<file path="src/rtl/avg_window_stats.sv">
// avg_window_stats: collects non-overlapping windows of 2^WIN_POWER averaged
// samples and reports min, max and peak-to-peak per window, plus a
// hysteretic ripple alarm driven from the peak-to-peak value.
module avg_window_stats #(
  parameter int DATA_W    = 8,
  parameter int WIN_POWER = 3,
  parameter int HYST      = 4
) (
  input  logic                 clk,
  input  logic                 reset,
  input  logic [DATA_W-1:0]    data_i,
  input  logic                 strobe_i,
  input  logic                 clear_i,
  input  logic [DATA_W-1:0]    thr_i,
  output logic [DATA_W-1:0]    min_o,
  output logic [DATA_W-1:0]    max_o,
  output logic [DATA_W-1:0]    p2p_o,
  output logic                 stats_valid_o,
  output logic                 alarm_o,
  output logic [WIN_POWER-1:0] sample_cnt_o
);

  // Last sample index of a window: 2^WIN_POWER - 1 is all ones in WIN_POWER bits.
  localparam logic [WIN_POWER-1:0] LAST_CNT = '1;
  localparam logic [WIN_POWER-1:0] ONE_CNT  = WIN_POWER'(1);
  localparam logic [DATA_W-1:0]    HYST_L   = DATA_W'(HYST);

  typedef enum logic [1:0] {
    S_EMPTY  = 2'd0,
    S_ACCUM  = 2'd1,
    S_REPORT = 2'd2
  } state_t;

  // Subtraction clamped at zero; used for the alarm release level.
  function automatic logic [DATA_W-1:0] sat0_sub(input logic [DATA_W-1:0] a,
                                                 input logic [DATA_W-1:0] b);
    return (a > b) ? (a - b) : '0;
  endfunction

  function automatic logic [DATA_W-1:0] umin(input logic [DATA_W-1:0] a,
                                             input logic [DATA_W-1:0] b);
    return (a < b) ? a : b;
  endfunction

  function automatic logic [DATA_W-1:0] umax(input logic [DATA_W-1:0] a,
                                             input logic [DATA_W-1:0] b);
    return (a > b) ? a : b;
  endfunction

  state_t                r_state;
  logic [WIN_POWER-1:0]  r_cnt;
  logic [DATA_W-1:0]     r_run_min;
  logic [DATA_W-1:0]     r_run_max;
  logic [DATA_W-1:0]     r_min;
  logic [DATA_W-1:0]     r_max;
  logic [DATA_W-1:0]     r_p2p;
  logic                  r_stats_valid;
  logic                  r_alarm;

  logic [DATA_W-1:0]     w_new_min;
  logic [DATA_W-1:0]     w_new_max;
  logic [DATA_W-1:0]     w_p2p;
  logic [DATA_W-1:0]     w_release;
  logic                  w_alarm_nxt;

  assign w_new_min = umin(r_run_min, data_i);
  assign w_new_max = umax(r_run_max, data_i);
  // Running max is never below running min, so this never wraps.
  assign w_p2p     = r_run_max - r_run_min;
  assign w_release = sat0_sub(thr_i, HYST_L);
  // Set dominates; release only below the hysteresis level; otherwise hold.
  assign w_alarm_nxt = (w_p2p >= thr_i)              ? 1'b1 :
                       (r_alarm && (w_p2p < w_release)) ? 1'b0 :
                       r_alarm;

  // Window FSM: accumulates running min/max and publishes stats in REPORT.
  always_ff @(posedge clk) begin
    if (reset) begin
      r_state       <= S_EMPTY;
      r_cnt         <= '0;
      r_run_min     <= '0;
      r_run_max     <= '0;
      r_min         <= '0;
      r_max         <= '0;
      r_p2p         <= '0;
      r_stats_valid <= 1'b0;
      r_alarm       <= 1'b0;
    end else begin
      r_stats_valid <= 1'b0;
      case (r_state)
        S_EMPTY, S_ACCUM: begin
          if (clear_i) begin
            // Partial window dropped; a coincident strobe starts a fresh one.
            if (strobe_i) begin
              r_run_min <= data_i;
              r_run_max <= data_i;
              r_cnt     <= ONE_CNT;
              r_state   <= S_ACCUM;
            end else begin
              r_run_min <= '0;
              r_run_max <= '0;
              r_cnt     <= '0;
              r_state   <= S_EMPTY;
            end
          end else if (strobe_i) begin
            if (r_state == S_EMPTY) begin
              r_run_min <= data_i;
              r_run_max <= data_i;
              r_cnt     <= ONE_CNT;
              r_state   <= S_ACCUM;
            end else begin
              r_run_min <= w_new_min;
              r_run_max <= w_new_max;
              if (r_cnt == LAST_CNT) begin
                r_cnt   <= '0;
                r_state <= S_REPORT;
              end else begin
                r_cnt   <= r_cnt + ONE_CNT;
              end
            end
          end
        end
        S_REPORT: begin
          // Window is already full, so clear_i cannot cancel the report.
          r_min         <= r_run_min;
          r_max         <= r_run_max;
          r_p2p         <= w_p2p;
          r_alarm       <= w_alarm_nxt;
          r_stats_valid <= 1'b1;
          if (strobe_i) begin
            r_run_min <= data_i;
            r_run_max <= data_i;
            r_cnt     <= ONE_CNT;
            r_state   <= S_ACCUM;
          end else begin
            r_cnt     <= '0;
            r_state   <= S_EMPTY;
          end
        end
        default: begin
          r_cnt   <= '0;
          r_state <= S_EMPTY;
        end
      endcase
    end
  end

  assign min_o         = r_min;
  assign max_o         = r_max;
  assign p2p_o         = r_p2p;
  assign stats_valid_o = r_stats_valid;
  assign alarm_o       = r_alarm;
  assign sample_cnt_o  = r_cnt;

endmodule

</file>
<file path="config.mk">
export PLATFORM = sky130hd
export DESIGN_NAME = avg_window_stats
export DESIGN_NICKNAME = d
export VERILOG_FILES = /design/src/rtl/avg_window_stats.sv
export SDC_FILE = /design/constraint.sdc
export NUM_CORES = 1
export LEC_CHECK = 0
export CAP_MARGIN = 30
export CORE_UTILIZATION = 57
export DETAILED_ROUTE_END_ITERATION = 8
export PLACE_DENSITY = 0.9
export SYNTH_ARGS = -nofsm -noshare
export SYNTH_HDL_FRONTEND = slang
export SYNTH_SLANG_ARGS = --single-unit
export TNS_END_PERCENT = 100
</file>
<file path="constraint.sdc">
create_clock -name clk -period 8.2 [get_ports clk]
set_input_delay 1.23 -clock clk [delete_from_list [all_inputs] [get_ports clk]]
set_output_delay 1.23 -clock clk [all_outputs]
set_load 0.1 [all_outputs]
</file>
# Yosys cells after proc, flatten, opt, wreduce, memory -nomap -nowiden
# Cells that the tools add are included.
# Widths: inputs -> output; s select.
[op_classes]
reduce_logical = 9
muxes = 28
add_sub_neg = 3
order_cmp = 5
n_eq_ne = 8
[op_table]
columns = ["cell", "count"]
rows = [
  ["$mux 8", 11],
  ["$pmux 8 s2", 2],
  ["$lt 8x8->1", 2],
  ["$mux 3", 4],
  ["$ne 4x4->1 const B", 3],
  ["$ge 8x8->1", 1],
  ["$gt 8x3->1 const B", 1],
  ["$gt 8x8->1", 1],
  ["$mux 2", 4],
  ["$reduce_and 4->1", 2],
  ["$sub 8x3->8 const B", 1],
  ["$sub 8x8->8", 1],
  ["$pmux 3 s2", 1],
  ["$mux 1", 5],
  ["$pmux 2 s2", 1],
  ["$reduce_and 2->1", 2],
  ["$reduce_bool 2->1", 2],
  ["$add 3x1->3 const B", 1],
  ["$eq 3x3->1 const B", 1],
  ["$ne 3x3->1 const B", 1],
  ["$eq 2x1->1 const B", 1],
  ["$eq 2x2->1 const B", 1],
  ["$logic_not 2->1", 1],
  ["$ne 2x2->1 const B", 1],
  ["other kinds (2)", 2],
]
[word_totals]
elab_cells = 62
inputBits = 20
out_inout_bits = 29
regBits = 47

# Logic depth before layout (Yosys ltp)
[logic_depth]
depth_word = 6
depth_mapped = 14
ltp_nobuf = 14

# Least setup slack after synthesis
# OpenSTA, ideal clock, no wires.
[synth_timing]
path_type = "input to register"
startpoint = "in thr_i[3]"
endpoint = "reg r_alarm (netlist: alarm_o)"
setup_slack_ns = 4.646
setup_time_ns = 0.120
path_buffers = 0
t_arrival_ns = 3.434
required_ns = 8.080
cell_stages = 10
path_cell_list = "inv_1 > ha_1 > nor3b_1 > o21ai_0 > nand2_1 > ha_1 > a2111oi_0 > a21oi_1 > maj3_1 > a211o_1"
[synth_via]
elab_chain_cells = 6
word_cells_on_any_way = 9
cone_classes = "add/sub (1); order compare (3); mux (2); reduce/logical (3)"
[synth_lines]
columns = ["element", "line_no", "rtl"]
rows = [
  ["start, declared", "14", "input logic [DATA_W-1:0] thr_i,"],
  ["$sub 8x3->8 or $gt 8x3->1 (tied branches)", "37", "return (a > b) ? (a - b) : '0;"],
  ["$mux 8", "37", ""],
  ["$lt 8x8->1", "73", "(r_alarm && (w_p2p < w_release)) ? 1'b0 :"],
  ["$logic_and 1x1->1", "73", ""],
  ["$reduce_bool 2->1 (no source line)", "-", ""],
  ["$reduce_and 2->1 (no source line)", "-", ""],
  ["end signal, assigned", "128", "r_alarm <= w_alarm_nxt;"],
  ["end, declared", "58", "logic r_alarm;"],
]
# Several ways; a longest one is shown, not always the timed one.
# A chain may end at the register's enable or synchronous reset.

# Final worst setup path
[layout_timing]
startpoint = "in thr_i[2]"
endpoint = "reg r_alarm (netlist: alarm_o)"
# Same word-level chain as after synthesis.

==> impl_metrics.py <==
metrics = {
    "timing": {
        "finalHoldViolCount": 0,
        "period_needed_ns": 3.97,
        "max_freq_mhz": 252,
        "fin_tns_setup_ns": 0,
        "setup_viol": 0,
        "drv_slew": 0,
        "worst_pin_slew_ns": 1.01,
        "post-route-period-util_pct": 48.4,
        "rsz0062_at_grt": "no",
        "fin_worst_skew_ns": 0.00882,
        "relSlewSlack_pct": 32.2,
    },
    "global_routing": {
        "grt_pass1_vias": 2385,
        "grt_max_degree": 35,
        "grt-ovfl-total": 0,
        "grt_pass1_wl_um": 10500,
        "grt_antenna_before_repair": 0,
        "grt_use_total_pct": 25.9,
    },
    "clocking": {
        "cts.reportedPaths.clkPinSlew_ns": 0.09,
        "clockRootBuffer": "clkbuf_8",
        "clock-sinks": 47,
        "cts_hold_buf": 0,
        "htreeDepth": 2,
        "numCtsBuffers": 5,
        "clock_path_buffers": 2,
        "cts_tree": "built",
        "cts_resized": 0,
        "post_cts_buffers": 0,
        "clk_latency_ns": 0.31,
    },
    "finish": {
        "fillers": 382,
        "n_antenna_cell": 0,
        "area_growth_pct": 22.3,
        "drive_gt1_share_pct": 4.74,
        "nNetsFinal": 439,
    },
    "setup_path": {
        "cp-start-kind": "input port",
        "cp-startpoint": "thr_i[2]",
        "worstSetupEndpoint": "alarm_o$_SDFFE_PP0P_",
        "reg2reg_slack_ns": 5.04,
        "worst_ep_required_time_ns": 8.40,
        "worstSetupPathType": "in2reg",
        "critPathMaxFanout": 6,
        "reg2regPathDepth": 12,
        "cp_data_arrival_time_ns": 4.17,
        "reg2reg_from": "r_run_max[0]$_SDFFE_PP0P_",
        "worstReg2RegEnd": "alarm_o$_SDFFE_PP0P_",
        "end_kind": "register",
    },
    "power": {
        "p_seq_share_pct": 46.9,
        "powerDensity_nw_per_um2": 149,
        "intPower_mw": 0.353,
        "p_sw_share_pct": 31.0,
        "power_frac_clock_pct": 27.2,
        "total_power_mw": 0.512,
        "peakVddDrop_mv": 0.123,
        "switching_power_mw": 0.159,
        "power_frac_comb_pct": 25.9,
        "p_leak_nw": 1.43,
    },
    "floorplanning": {
        "ios": 49,
        "die_x_um": 72.1,
        "rows": 25,
        "die_area_um2": 5200,
        "start_util_pct": 59.4,
        "die_height_um": 72.1,
        "core_area_um2": 4720,
    },
    "yosys": {
        "yosys_register_bits": 47,
        "yosysTopAreaCell": "dfxtp_1",
        "post-synth-top-area-fraction_pct": 33.6,
        "syn_area_um2": 2800,
        "synth_edf_count": 0,
        "synth_flop_cell": "dfxtp_1",
        "ys_types": 47,
        "synthesis.nets": 395,
        "seq_area_frac_synth_pct": 33.6,
        "syn_inst": 335,
        "yosys_warnings": 0,
        "synth_area_leaders": "dfxtp_1 (34%), ha_1 (17%), nand2_1 (7.2%), a21oi_1 (6.8%), a22o_1 (5.0%)",
        "async_flop_share_pct": 0,
        "avgSynthCellArea_um2": 8.37,
    },
    "detailed_routing": {
        "wire_per_inst_um": 14.2,
        "wirelength_um": 6370,
        "vias": 2529,
        "drt-initial-drc-count": 132,
        "dr.pass1.iters": 4,
        "vias_per_cell": 5.66,
        "drc": 0,
        "drtAntennaViolNets": 0,
    },
    "worst_hold_path": {
        "hold_path.class": "reg2reg",
    },
    "place": {
        "numPortBuffers": 48,
        "hpwlAfterDp_um": 4770,
        "gp_congestion": 0.843,
    },
    "run": {
        "drv_cap": 0,
    },
    "status": {
        "status": "completed",
    },
}
==> power by group through the flow <==
stage	registers (mW)	clock network, mW	logic (mW)
floorplan	0.246	0	0.0925
global placement	0.245	0	0.125
detailed placement	0.246	0	0.130
CTS	0.240	0.142	0.132
global route	0.241	0.152	0.148
finish	0.240	0.139	0.132
==> Yosys cell counts, drive strengths merged, types with 2 or more instances <==
| cell type | count |
|---|---|
| nor2b | 3 |
| and3 | 2 |
| dfxtp | 47 |
| nand2 | 54 |
| a22o | 16 |
| o21a | 4 |
| nor3b | 2 |
| xnor2 | 5 |
| o21ai | 9 |
| ha | 39 |
| nand3 | 8 |
| xor2 | 4 |
| nand2b | 6 |
| nor3 | 4 |
| nor2 | 16 |
| a21oi | 40 |
| a2111oi | 2 |
| a31o | 2 |
| o21bai | 3 |
| o22ai | 2 |
| clkbuf | 13 |
| inv | 26 |
| a211o | 2 |
| a21o | 6 |
| o31a | 2 |
| a211oi | 2 |
==> metrics by stage <==
step / worst slack, ns / hold slack, ns / util (%) / cells / cell area, µm²
5_1_grt: 4.06 / 0.480 / 72.6 / 447 / 3430
4_1_cts: 4.25 / 0.459 / 72.3 / 446 / 3410
6_report: 4.23 / 0.457 / 72.6 / 447 / 3430
3_3_place_gp: 4.04 / 0.442 / 70.5 / 438 / 3330
2_1_floorplan: 4.65 / 0.445 / - / 335 / 2800
3_5_place_dp: 3.93 / 0.448 / 70.5 / 438 / 3330
==> worst max-delay path, stage by stage <==
cell and delay [ns]:
clkdlybuf4s50_1 0.48, inv_1 0.09, ha_1 0.25, o21ai_0 0.50
nand2_1 0.13, ha_1 0.33, a2111oi_0 0.41, a21oi_1 0.13
maj3_1 0.37, a211o_1 0.25
==> worst min-delay path by stage <==
| stage | start | end | slack (ns) | cells past startpoint |
|---|---|---|---|---|
| 2_1_floorplan | r_run_max[0]$_SDFFE_PP0P_ | max_o[0]$_SDFFE_PP0P_ | 0.44 | 2 |
| 3_3_place_gp | max_o[6]$_SDFFE_PP0P_ | max_o[6]$_SDFFE_PP0P_ | 0.44 | 2 |
| 3_5_place_dp | p2p_o[3]$_SDFFE_PP0P_ | p2p_o[3]$_SDFFE_PP0P_ | 0.45 | 2 |
| 4_1_cts | p2p_o[3]$_SDFFE_PP0P_ | p2p_o[3]$_SDFFE_PP0P_ | 0.46 | 2 |
| 5_1_grt | p2p_o[1]$_SDFFE_PP0P_ | p2p_o[1]$_SDFFE_PP0P_ | 0.48 | 2 |
| 6_report | p2p_o[6]$_SDFFE_PP0P_ | p2p_o[6]$_SDFFE_PP0P_ | 0.46 | 2 |
==> cell usage in the layout (no fill, tap or decap), types with 6 or more instances in the layout <==
cell	count
o21ai_0	8
dfxtp_1	47
nor2_1	16
nand2_1	54
nand3_1	8
clkdlybuf4s50_1	48
a21oi_1	38
ha_1	39
nand2b_1	6
inv_1	26
a22o_1	16
==> layer usage <==
layer | track usage, % | vias up | routed length, µm
met5 | 0 | - | 0
met4 | 12.2 | 0 | 121
met3 | 4.86 | 12 | 391
met2 | 42.8 | 76 | 3090
met1 | 32.8 | 1178 | 2760
li1 | - | 1263 | -
==> cell type report <==
cell class                 instances  area (µm²)  area share, %
clock inverter                     2        12.5          0.365
timing repair buffer              51         510           14.9
tap                               67        83.8           2.44
sequential                        47         941           27.4
clock buffer                       6        72.6           2.12
inverter                          26        97.6           2.85
multi-input combinational        248        1710           49.9
==> cell families (layout without fill, tap and decap cells) <==
logic type | after synthesis | after routing | synth area share [%]
AOI/OAI and AO/OA | 96 | 96 | 23.1
DFF | 47 | 47 | 33.6
adders and majority gates | 41 | 41 | 18.5
buffers and inverters | 40 | 85 | 5.40
and+or+nand+nor | 102 | 102 | 16.4
xor gates and xnor gates | 9 | 9 | 3.08
==> sequential cells by signal (all words and copies together), names as in the netlist <==
signal and count:
alarm_o 1, r_state 2, r_run_max 8, r_run_min 8, stats_valid_o 1, p2p_o 8, max_o 8, sample_cnt_o 3
min_o 8
Note: power is estimated with default switching activity, not from simulation.
